<file path="config.mk">
export PLATFORM = sky130hd
export DESIGN_NAME = mem_access_unit
export DESIGN_NICKNAME = d
export VERILOG_FILES = /design/src/rtl/mem_pkg.sv /design/src/rtl/lane_align.sv /design/src/rtl/mem_access_unit.sv
export SDC_FILE = /design/constraint.sdc
export NUM_CORES = 1
export LEC_CHECK = 0
export CORE_MARGIN = 8
export CORE_UTILIZATION = 48
export CTS_CLUSTER_DIAMETER = 120
export CTS_CLUSTER_SIZE = 24
export DETAILED_ROUTE_END_ITERATION = 8
export PLACE_DENSITY = 0.91
export SYNTH_ARGS = -nofsm -noshare
export SYNTH_HDL_FRONTEND = slang
export SYNTH_HIERARCHICAL = 1
export SYNTH_SLANG_ARGS = --single-unit
export TNS_END_PERCENT = 50
</file>
<file path="constraint.sdc">
create_clock -name Clk -period 2.9 [get_ports Clk]
set_input_delay 0.29 -clock Clk [delete_from_list [all_inputs] [get_ports Clk]]
set_output_delay 0.29 -clock Clk [all_outputs]
set_load 0.01 [all_outputs]
</file>
<file path="src/rtl/mem_pkg.sv">
// Shared types for the memory access unit: access size encoding, FSM states,
// default ACK timeout and the alignment rule used when a request is accepted.
package mem_pkg;

  typedef enum logic [1:0] {
    SZ_BYTE = 2'b00,
    SZ_HALF = 2'b01,
    SZ_WORD = 2'b10,
    SZ_ILL  = 2'b11
  } size_e;

  typedef enum logic [2:0] {
    ST_IDLE   = 3'd0,
    ST_RD     = 3'd1,
    ST_WR     = 3'd2,
    ST_RMW_RD = 3'd3,
    ST_RMW_WR = 3'd4,
    ST_DONE   = 3'd5,
    ST_ERR    = 3'd6
  } state_e;

  localparam int ACK_TIMEOUT_DEF = 16;

  // High when the size is illegal or the byte offset breaks natural alignment.
  function automatic logic access_fault(input size_e size, input logic [1:0] lane);
    case (size)
      SZ_BYTE: access_fault = 1'b0;
      SZ_HALF: access_fault = lane[0];
      SZ_WORD: access_fault = |lane;
      default: access_fault = 1'b1;
    endcase
  endfunction

endpackage

</file>
<file path="src/rtl/lane_align.sv">
// Little-endian lane extraction/extension for loads and lane merge for sub-word stores.
// Sign extension of byte/half loads exists only when MEM_ACCESS_SIGN_EXT_EN is defined.
module lane_align
  import mem_pkg::*;
(
  input  size_e       size_i,
  input  logic        signed_i,
  input  logic [1:0]  lane_i,
  input  logic [31:0] rword_i,
  input  logic [31:0] wdata_i,
  output logic [31:0] load_o,
  output logic [31:0] merge_o
);

  logic [7:0]  byte_v;
  logic [15:0] half_v;
  logic        ext_b;
  logic        ext_h;

  assign byte_v = rword_i[{lane_i, 3'b000} +: 8];
  assign half_v = lane_i[1] ? rword_i[31:16] : rword_i[15:0];

`ifdef MEM_ACCESS_SIGN_EXT_EN
  assign ext_b = signed_i & byte_v[7];
  assign ext_h = signed_i & half_v[15];
`else
  // Signed stays on the interface; without the feature every sub-word load zero-extends.
  logic unused_signed;
  assign unused_signed = signed_i;
  assign ext_b = 1'b0;
  assign ext_h = 1'b0;
`endif

  always_comb begin
    load_o = rword_i;
    case (size_i)
      SZ_BYTE: load_o = {{24{ext_b}}, byte_v};
      SZ_HALF: load_o = {{16{ext_h}}, half_v};
      default: load_o = rword_i;
    endcase
  end

  always_comb begin
    merge_o = rword_i;
    case (size_i)
      SZ_BYTE: merge_o[{lane_i, 3'b000} +: 8] = wdata_i[7:0];
      SZ_HALF: begin
        if (lane_i[1]) merge_o[31:16] = wdata_i[15:0];
        else           merge_o[15:0]  = wdata_i[15:0];
      end
      default: merge_o = wdata_i;
    endcase
  end

endmodule

</file>
<file path="src/rtl/mem_access_unit.sv">
// Turns a one-cycle load/store request into a strobe/ack access on a 32-bit word port,
// with read-modify-write for sub-word stores. Optional macro: MEM_ACCESS_SIGN_EXT_EN.
module mem_access_unit
  import mem_pkg::*;
#(
  parameter int ACK_TIMEOUT = ACK_TIMEOUT_DEF
) (
  input  logic        Clk,
  input  logic        Reset_n,
  input  logic        Req,
  input  logic        Wr,
  input  logic [1:0]  Size,
  input  logic        Signed,
  input  logic [31:0] Addr,
  input  logic [31:0] WData,
  output logic [31:0] RData,
  output logic        Done,
  output logic        Busy,
  output logic        AddrErr,
  output logic        BusErr,
  output logic [31:0] MemAddr,
  output logic [31:0] MemWData,
  output logic        MemRd,
  output logic        MemWr,
  input  logic [31:0] MemRData,
  input  logic        MemAck,
  output state_e      DbgState
);

  // Handshake: a strobe (MemRd or MemWr) is held until MemAck is seen with it
  // high; MemAck with no strobe is ignored, and the strobe drops the cycle after.
  localparam logic [7:0] TO_LAST = 8'(ACK_TIMEOUT - 1);

  state_e      state_q, state_d;
  size_e       size_q, size_d;
  logic        signed_q, signed_d;
  logic [31:0] addr_q, addr_d;
  logic [31:0] wdata_q, wdata_d;
  logic [31:0] rdata_q, rdata_d;
  logic        rd_q, rd_d;
  logic        wr_q, wr_d;
  logic [7:0]  cnt_q, cnt_d;
  logic        bus_err_q, bus_err_d;

  logic        strobe;
  logic        ack;
  logic        timeout;
  logic [31:0] load_data;
  logic [31:0] merged;

  lane_align u_lane_align (
    .size_i   (size_q),
    .signed_i (signed_q),
    .lane_i   (addr_q[1:0]),
    .rword_i  (MemRData),
    .wdata_i  (wdata_q),
    .load_o   (load_data),
    .merge_o  (merged)
  );

  always_comb begin
    strobe    = rd_q | wr_q;
    ack       = MemAck & strobe;
    timeout   = strobe & ~MemAck & (cnt_q == TO_LAST);
    state_d   = state_q;
    size_d    = size_q;
    signed_d  = signed_q;
    addr_d    = addr_q;
    wdata_d   = wdata_q;
    rdata_d   = rdata_q;
    cnt_d     = (strobe & ~MemAck) ? cnt_q + 8'd1 : 8'd0;
    bus_err_d = timeout;

    case (state_q)
      ST_IDLE: begin
        if (Req) begin
          size_d   = size_e'(Size);
          signed_d = Signed;
          addr_d   = Addr;
          wdata_d  = WData;
          if (access_fault(size_e'(Size), Addr[1:0])) state_d = ST_ERR;
          else if (!Wr)                               state_d = ST_RD;
          else if (size_e'(Size) == SZ_WORD)          state_d = ST_WR;
          else                                        state_d = ST_RMW_RD;
        end
      end
      ST_RD: begin
        if (ack) begin
          rdata_d = load_data;
          state_d = ST_DONE;
        end else if (timeout) begin
          state_d = ST_DONE;
        end
      end
      ST_RMW_RD: begin
        // The merged word replaces the store data and is what RMW_WR writes back.
        if (ack) begin
          wdata_d = merged;
          state_d = ST_RMW_WR;
        end else if (timeout) begin
          state_d = ST_DONE;
        end
      end
      ST_WR, ST_RMW_WR: begin
        if (ack || timeout) state_d = ST_DONE;
      end
      ST_DONE, ST_ERR: state_d = ST_IDLE;
      default:         state_d = ST_IDLE;
    endcase

    // Strobes rise one cycle after entering a strobe state and fall on leaving it.
    rd_d = ((state_q == ST_RD) || (state_q == ST_RMW_RD)) && (state_d == state_q);
    wr_d = ((state_q == ST_WR) || (state_q == ST_RMW_WR)) && (state_d == state_q);
  end

  always_ff @(posedge Clk or negedge Reset_n) begin
    if (!Reset_n) begin
      state_q   <= ST_IDLE;
      size_q    <= SZ_BYTE;
      signed_q  <= 1'b0;
      addr_q    <= 32'd0;
      wdata_q   <= 32'd0;
      rdata_q   <= 32'd0;
      rd_q      <= 1'b0;
      wr_q      <= 1'b0;
      cnt_q     <= 8'd0;
      bus_err_q <= 1'b0;
    end else begin
      state_q   <= state_d;
      size_q    <= size_d;
      signed_q  <= signed_d;
      addr_q    <= addr_d;
      wdata_q   <= wdata_d;
      rdata_q   <= rdata_d;
      rd_q      <= rd_d;
      wr_q      <= wr_d;
      cnt_q     <= cnt_d;
      bus_err_q <= bus_err_d;
    end
  end

  assign RData    = rdata_q;
  assign Done     = (state_q == ST_DONE) || (state_q == ST_ERR);
  assign Busy     = (state_q != ST_IDLE);
  assign AddrErr  = (state_q == ST_ERR);
  assign BusErr   = bus_err_q;
  assign MemAddr  = {addr_q[31:2], 2'b00};
  assign MemWData = wdata_q;
  assign MemRd    = rd_q;
  assign MemWr    = wr_q;
  assign DbgState = state_q;

endmodule

</file>
==> Word-level counts from Yosys, hierarchy flattened <==
Cells that the tools add are included.
{ "op_classes": {"n_div": 0, "n_lt_le_gt_ge": 0, "eq_ne": 15, "muxes": 22, "n_shift": 3, "multipliers": 0, "reduce_logical": 17, "bitwise": 5, "add_sub_neg": 2} }
{ "op_table": {"columns": ["op", "count"], "rows": [
  ["case mux 32 bit (2 select lines)", 3],
  ["2-to-1 mux 32 bit", 2],
  ["2-to-1 mux 16 bit", 3],
  ["bitwise mux 32 bit", 1],
  ["variable shift 8 x 7 -> 32 bit (first input constant)", 1],
  ["variable part select 32 x 6 -> 8 bit", 1],
  ["variable part select 8 x 7 -> 32 bit", 1],
  ["2-to-1 mux 3 bit", 6],
  ["case mux 3 bit (4 select lines)", 1],
  ["== test 3 bit (second input constant)", 3],
  ["adder 8 x 1 -> 8 bit (second input constant)", 1],
  ["== test 8 x 4 -> 1 bit (second input constant)", 1],
  ["2-to-1 mux 8 bit", 1],
  ["negation 5 -> 7 bit", 1],
  ["== test 3 x 2 -> 1 bit (second input constant)", 2],
  ["AND reduction 5 bit", 1],
  ["== test 2 x 1 -> 1 bit (second input constant)", 2],
  ["logical NOT 2 bit", 2],
  ["logical OR 1 bit", 4],
  ["inequality test 2 bit (second input constant)", 2],
  ["AND reduction 2 bit", 2],
  ["AND reduction 4 bit", 1],
  ["OR reduction 2 bit", 2],
  ["bitwise AND 1 bit", 3],
  ["14 further kinds", 17]
]} }
{ "word_totals": {"latch_bits": 0, "elab_cells": 74, "out_inout_bits": 105, "rom_bits": 0, "in_bits": 104, "ram_bits": 0, "memories": 0, "register_bits": 112} }

==> Depth between registers and ports, before layout <==
{ "depth": {"depth_word": 9, "depth_mapped": 10, "mapped_depth_nobuf": 7} }

==> Modules after synthesis <==
The synthesis kept the hierarchy.
{ "by_module_without_submodules": {"columns": ["module", "n_inst", "seq_area_each_um2", "cells_per_inst", "area_each_um2"], "rows": [
  ["mem_access_unit", 1, 2827.7, 393, 5062.4],
  ["lane_align", 1, 0.0, 232, 1611.5]
]} }

==> Worst setup path before layout <==
No wires, ideal clock.
{ "synth_timing": {"path_type": "reg-to-reg", "start": "register addr_q[1]", "end": "register wdata_q[23] (netlist: MemWData[23])", "setup_slack_ns": 0.701, "arrival_time_ns": 2.121, "path_buffers": 2, "setup_time_ns": 0.077, "required_ns": 2.823, "path_stages_with_launch": 10, "synth_period_minus_slack_ns": 2.199, "cell_sequence": "dfrtp_1 -> buf_2 -> buf_4 -> inv_2 -> ha_1 -> or3b_2 -> o32ai_1 -> a221o_1 -> mux2i_1 -> a21oi_1"} }
{ "synth_between": {"elab_chain_cells": 6, "word_cells_on_any_way": 8, "cone_classes": "add/sub (1); shift (2); mux (5)"} }
{ "synth_lines": {"columns": ["element", "line_no", "rtl"], "rows": [
  ["start: declaration", "mem_access_unit.sv:37", "logic [31:0] addr_q, addr_d;"],
  ["start signal: assignment", "mem_access_unit.sv:132", "addr_q <= addr_d;"],
  ["negation 5 -> 7 bit", "lane_align.sv:46", "SZ_BYTE: merge_o[{lane_i, 3'b000} +: 8] = wdata_i[7:0];"],
  ["variable part select 8 x 7 -> 32 bit or variable shift 8 x 7 -> 32 bit (tied branches)", "lane_align.sv:46", null],
  ["bitwise mux 32 bit", "lane_align.sv:46", null],
  ["case mux 32 bit (2 select lines) (*)", "lane_align.sv:45", "case (size_i)"],
  ["via merged[23]", "mem_access_unit.sv:49", "logic [31:0] merged;"],
  ["2-to-1 mux 32 bit (*)", "mem_access_unit.sv:97", "if (ack) begin"],
  ["case mux 32 bit (2 select lines) (*)", "mem_access_unit.sv:74", "case (state_q)"],
  ["end signal: assignment", "mem_access_unit.sv:133", "wdata_q <= wdata_d;"],
  ["end: declaration", "mem_access_unit.sv:38", "logic [31:0] wdata_q, wdata_d;"]
]} }
The timed path passes the listed nets; every way through them passes the cells marked *. The select of a mux whose other input is x is not followed.
A chain may end at the register's enable or synchronous reset.

==> Worst setup path after layout <==
{ "layout_timing": {"start": "register addr_q[1]", "end": "register wdata_q[16] (netlist: MemWData[16])"} }
The elaborated chain is that of the path after synthesis.

==> flow_summary_export.csv <==
group,metric,value,unit
min_path,hold_path_class,"primary input to async pin",
cts,ctsResizeCount,0,
power_and_ir_drop,p_comb_share,55.4,%
power_and_ir_drop,pwr-share-clk,12.8,%
power_and_ir_drop,power_frac_seq,31.8,%
setup_path,critPathCaptureType,"register",
power_and_ir_drop,swShare,38.6,%
die,dieHeight,134,um
cts,numCtsBuffers,9,
run,max_cap_viol_count,0,
grt,grt_pass1_wl,31200,um
final_layout,antenna_cells,0,
routing,ant_nets,0,
sta,skew,0.00908,ns
routing,via_per_inst,5.71,
placed_design,numPortBuffers,205,
setup_path,crit_fanout,12,
sta,hold_violations,0,
power_and_ir_drop,p_leak,4.01,nW
sta,relSlewSlack,57.0,%
die,rows,43,
placed_design,place.gp.congestion,0.989,
final_layout,nNetsFinal,891,
sta,fin_crit_sh,78.9,%
power_and_ir_drop,switching_power,3.60,mW
grt,grt_max_degree,65,
placed_design,dp_hpwl,15300,um
sta,rsz0062_at_grt,"false",
grt,grt_pass1_vias,5556,
cts,clock_latency,0.36,ns
sta,setup_tns,0,ns
sta,worstMarginPinSlew,0.642,ns
cts,post_cts_buffers,0,
routing,num_vias,5515,
cts,cts_root_buf,"clkbuf_16",
setup_path,path_class,"register to register",
cts,cts_tree,"built",
routing,drc,0,
die,die_x,134,um
die,core-area,0.0137,mm^2
setup_path,regToRegStartpoint,"addr_q[1]$_DFFE_PN0P_",
die,die-area,0.0178,mm^2
placed_design,dp_cells,949,
synth,synth_warnings,6,
final_layout,fin_cells,966,
die,ios,209,
setup_path,cp-start-kind,"register",
grt,antenna_found_initial,0,
grt,grt_use_total,22.1,%
grt,grt-ovfl-total,0,
setup_path,reg2reg_to,"MemWData[16]$_DFFE_PN0P_",
cts,clk_path_buf_depth,2,
routing,routed_wl,19900,um
power_and_ir_drop,p_per_area,1060,mW/mm^2
routing,drt_iter0_drc,547,
final_layout,drive_above_1_share,14.6,%
sta,slew_violations,0,
setup_path,startpoint,"addr_q[1]$_DFFE_PN0P_",
routing,first_pass_iters,5,
die,start_util,48.4,%
routing,wl_per_cell,20.6,um
synth,netlist_area,0.00664,mm^2
final_layout,n_fill_cell,1064,
cts,cts-htree-levels,3,
sta,min_period,2.29,ns
cts,clk_pin_slew,0.07,ns
synth,syn-mean-instance-area,10.7,um^2
power_and_ir_drop,irDropWorstVdd,0.490,mV
setup_path,critPathArrivalTime,2.57,ns
cts,cts.sinks,112,
final_layout,syn_to_final_growth,33.1,%
outcome,status,"complete, no violations",
power_and_ir_drop,internal-power,5.73,mW
sta,final-setup-viol-count,0,
sta,max_freq,0.437,GHz
setup_path,rrSetupSlack,0.61,ns
synth,syn_inst,623,
setup_path,reg2reg_depth,7,
setup_path,crit_required,3.18,ns
## worst max-delay path, cell delays in order (launching register included)
cell,delay (ns)
dfrtp_1,0.38
inv_2,0.12
ha_1,0.27
or3b_2,0.48
o32ai_1,0.49
a221o_1,0.25
mux2i_1,0.07
a21oi_1,0.15
## state kept, by name (all words and copies together) (netlist names)
| name | count |
|---|---|
| BusErr | 1 |
| addr_q | 32 |
| RData | 32 |
| MemWData | 32 |
| DbgState | 3 |
| MemWr | 1 |
| MemRd | 1 |
| size_q | 2 |
| cnt_q | 8 |
## worst max path at each step
| stage | cells past startpoint | to | slack [ns] |
|---|---|---|---|
| 6_report | 7 | MemWData[16]$_DFFE_PN0P_ | 0.61 |
| 5_1_grt | 7 | MemWData[16]$_DFFE_PN0P_ | 0.52 |
| 4_1_cts | 7 | MemWData[16]$_DFFE_PN0P_ | 0.66 |
| 3_5_place_dp | 5 | RData[4]$_DFFE_PN0P_ | 0.58 |
| 3_3_place_gp | 5 | RData[1]$_DFFE_PN0P_ | 0.60 |
| 2_1_floorplan | 9 | MemWData[23]$_DFFE_PN0P_ | 0.70 |
## metrics by stage
stage	hold slack, ns	utilization, %	instance area [um^2]	setup WS (ns)	power [mW]
6_report	0.420	64.4	8840	0.611	9.33
5_1_grt	0.460	64.4	8840	0.521	9.92
4_1_cts	0.424	64.4	8840	0.664	9.36
3_5_place_dp	0.260	62.3	8550	0.582	8.13
3_3_place_gp	0.258	62.3	8550	0.604	7.98
2_1_floorplan	-0.00559	-	6640	0.701	6.15
## layout make-up
cell class	instances	area, um^2	share of cell area, %
Sequential cell	112	2800	31.7
Timing Repair Buffer	220	2160	24.5
Tap cell	180	225	2.55
Inverter	21	78.8	0.892
Clock buffer	13	260	2.95
Clock inverter	3	17.5	0.198
Multi-Input combinational cell	417	3290	37.2
## power groups by stage
stage	clock [mW]	combinational, mW	sequential [mW]
after CTS	1.23	5.17	2.97
after global routing	1.28	5.57	3.07
after global placement	0	5.03	2.95
final	1.19	5.17	2.97
after detailed placement	0	5.15	2.99
after floorplan	0	3.21	2.94
## cell usage in the layout, fill, tap and decap left out, types with 3 or more instances in the layout
| cell type | instances |
|---|---|
| clkdlybuf4s50_1 | 204 |
| dfrtp_1 | 111 |
| nor2_1 | 52 |
| mux2i_1 | 41 |
| a21oi_1 | 40 |
| mux2_2 | 39 |
| mux2_4 | 30 |
| nand2_1 | 26 |
| inv_1 | 19 |
| a22o_1 | 19 |
| o21ai_0 | 18 |
| and2_1 | 18 |
| buf_4 | 15 |
| a221o_1 | 15 |
| nor3_1 | 12 |
| clkbuf_16 | 9 |
| o221ai_1 | 7 |
| ha_1 | 6 |
| nor2b_1 | 6 |
| nand2b_1 | 6 |
| xnor2_1 | 5 |
| o31ai_1 | 5 |
| and3b_1 | 5 |
| a211oi_1 | 5 |
| a2111oi_0 | 5 |
| nand3_1 | 4 |
| nand3b_1 | 4 |
| nor4b_1 | 4 |
| o21ai_1 | 3 |
## per-layer routing
metal  track usage (%)  wire length, um  vias up
li1                  -                -     2526
met1              27.0             7940     2669
met2              34.9             9400      270
met3              6.51             1850       50
met4              11.4              748        0
met5                 0                0        -
## repair_timing
action                     4_1_cts  5_1_grt
hold endpoints to repair        32        0
hold buffers                     1        0
setup endpoints to repair        0        0
Power figures use the tool's default switching activity.
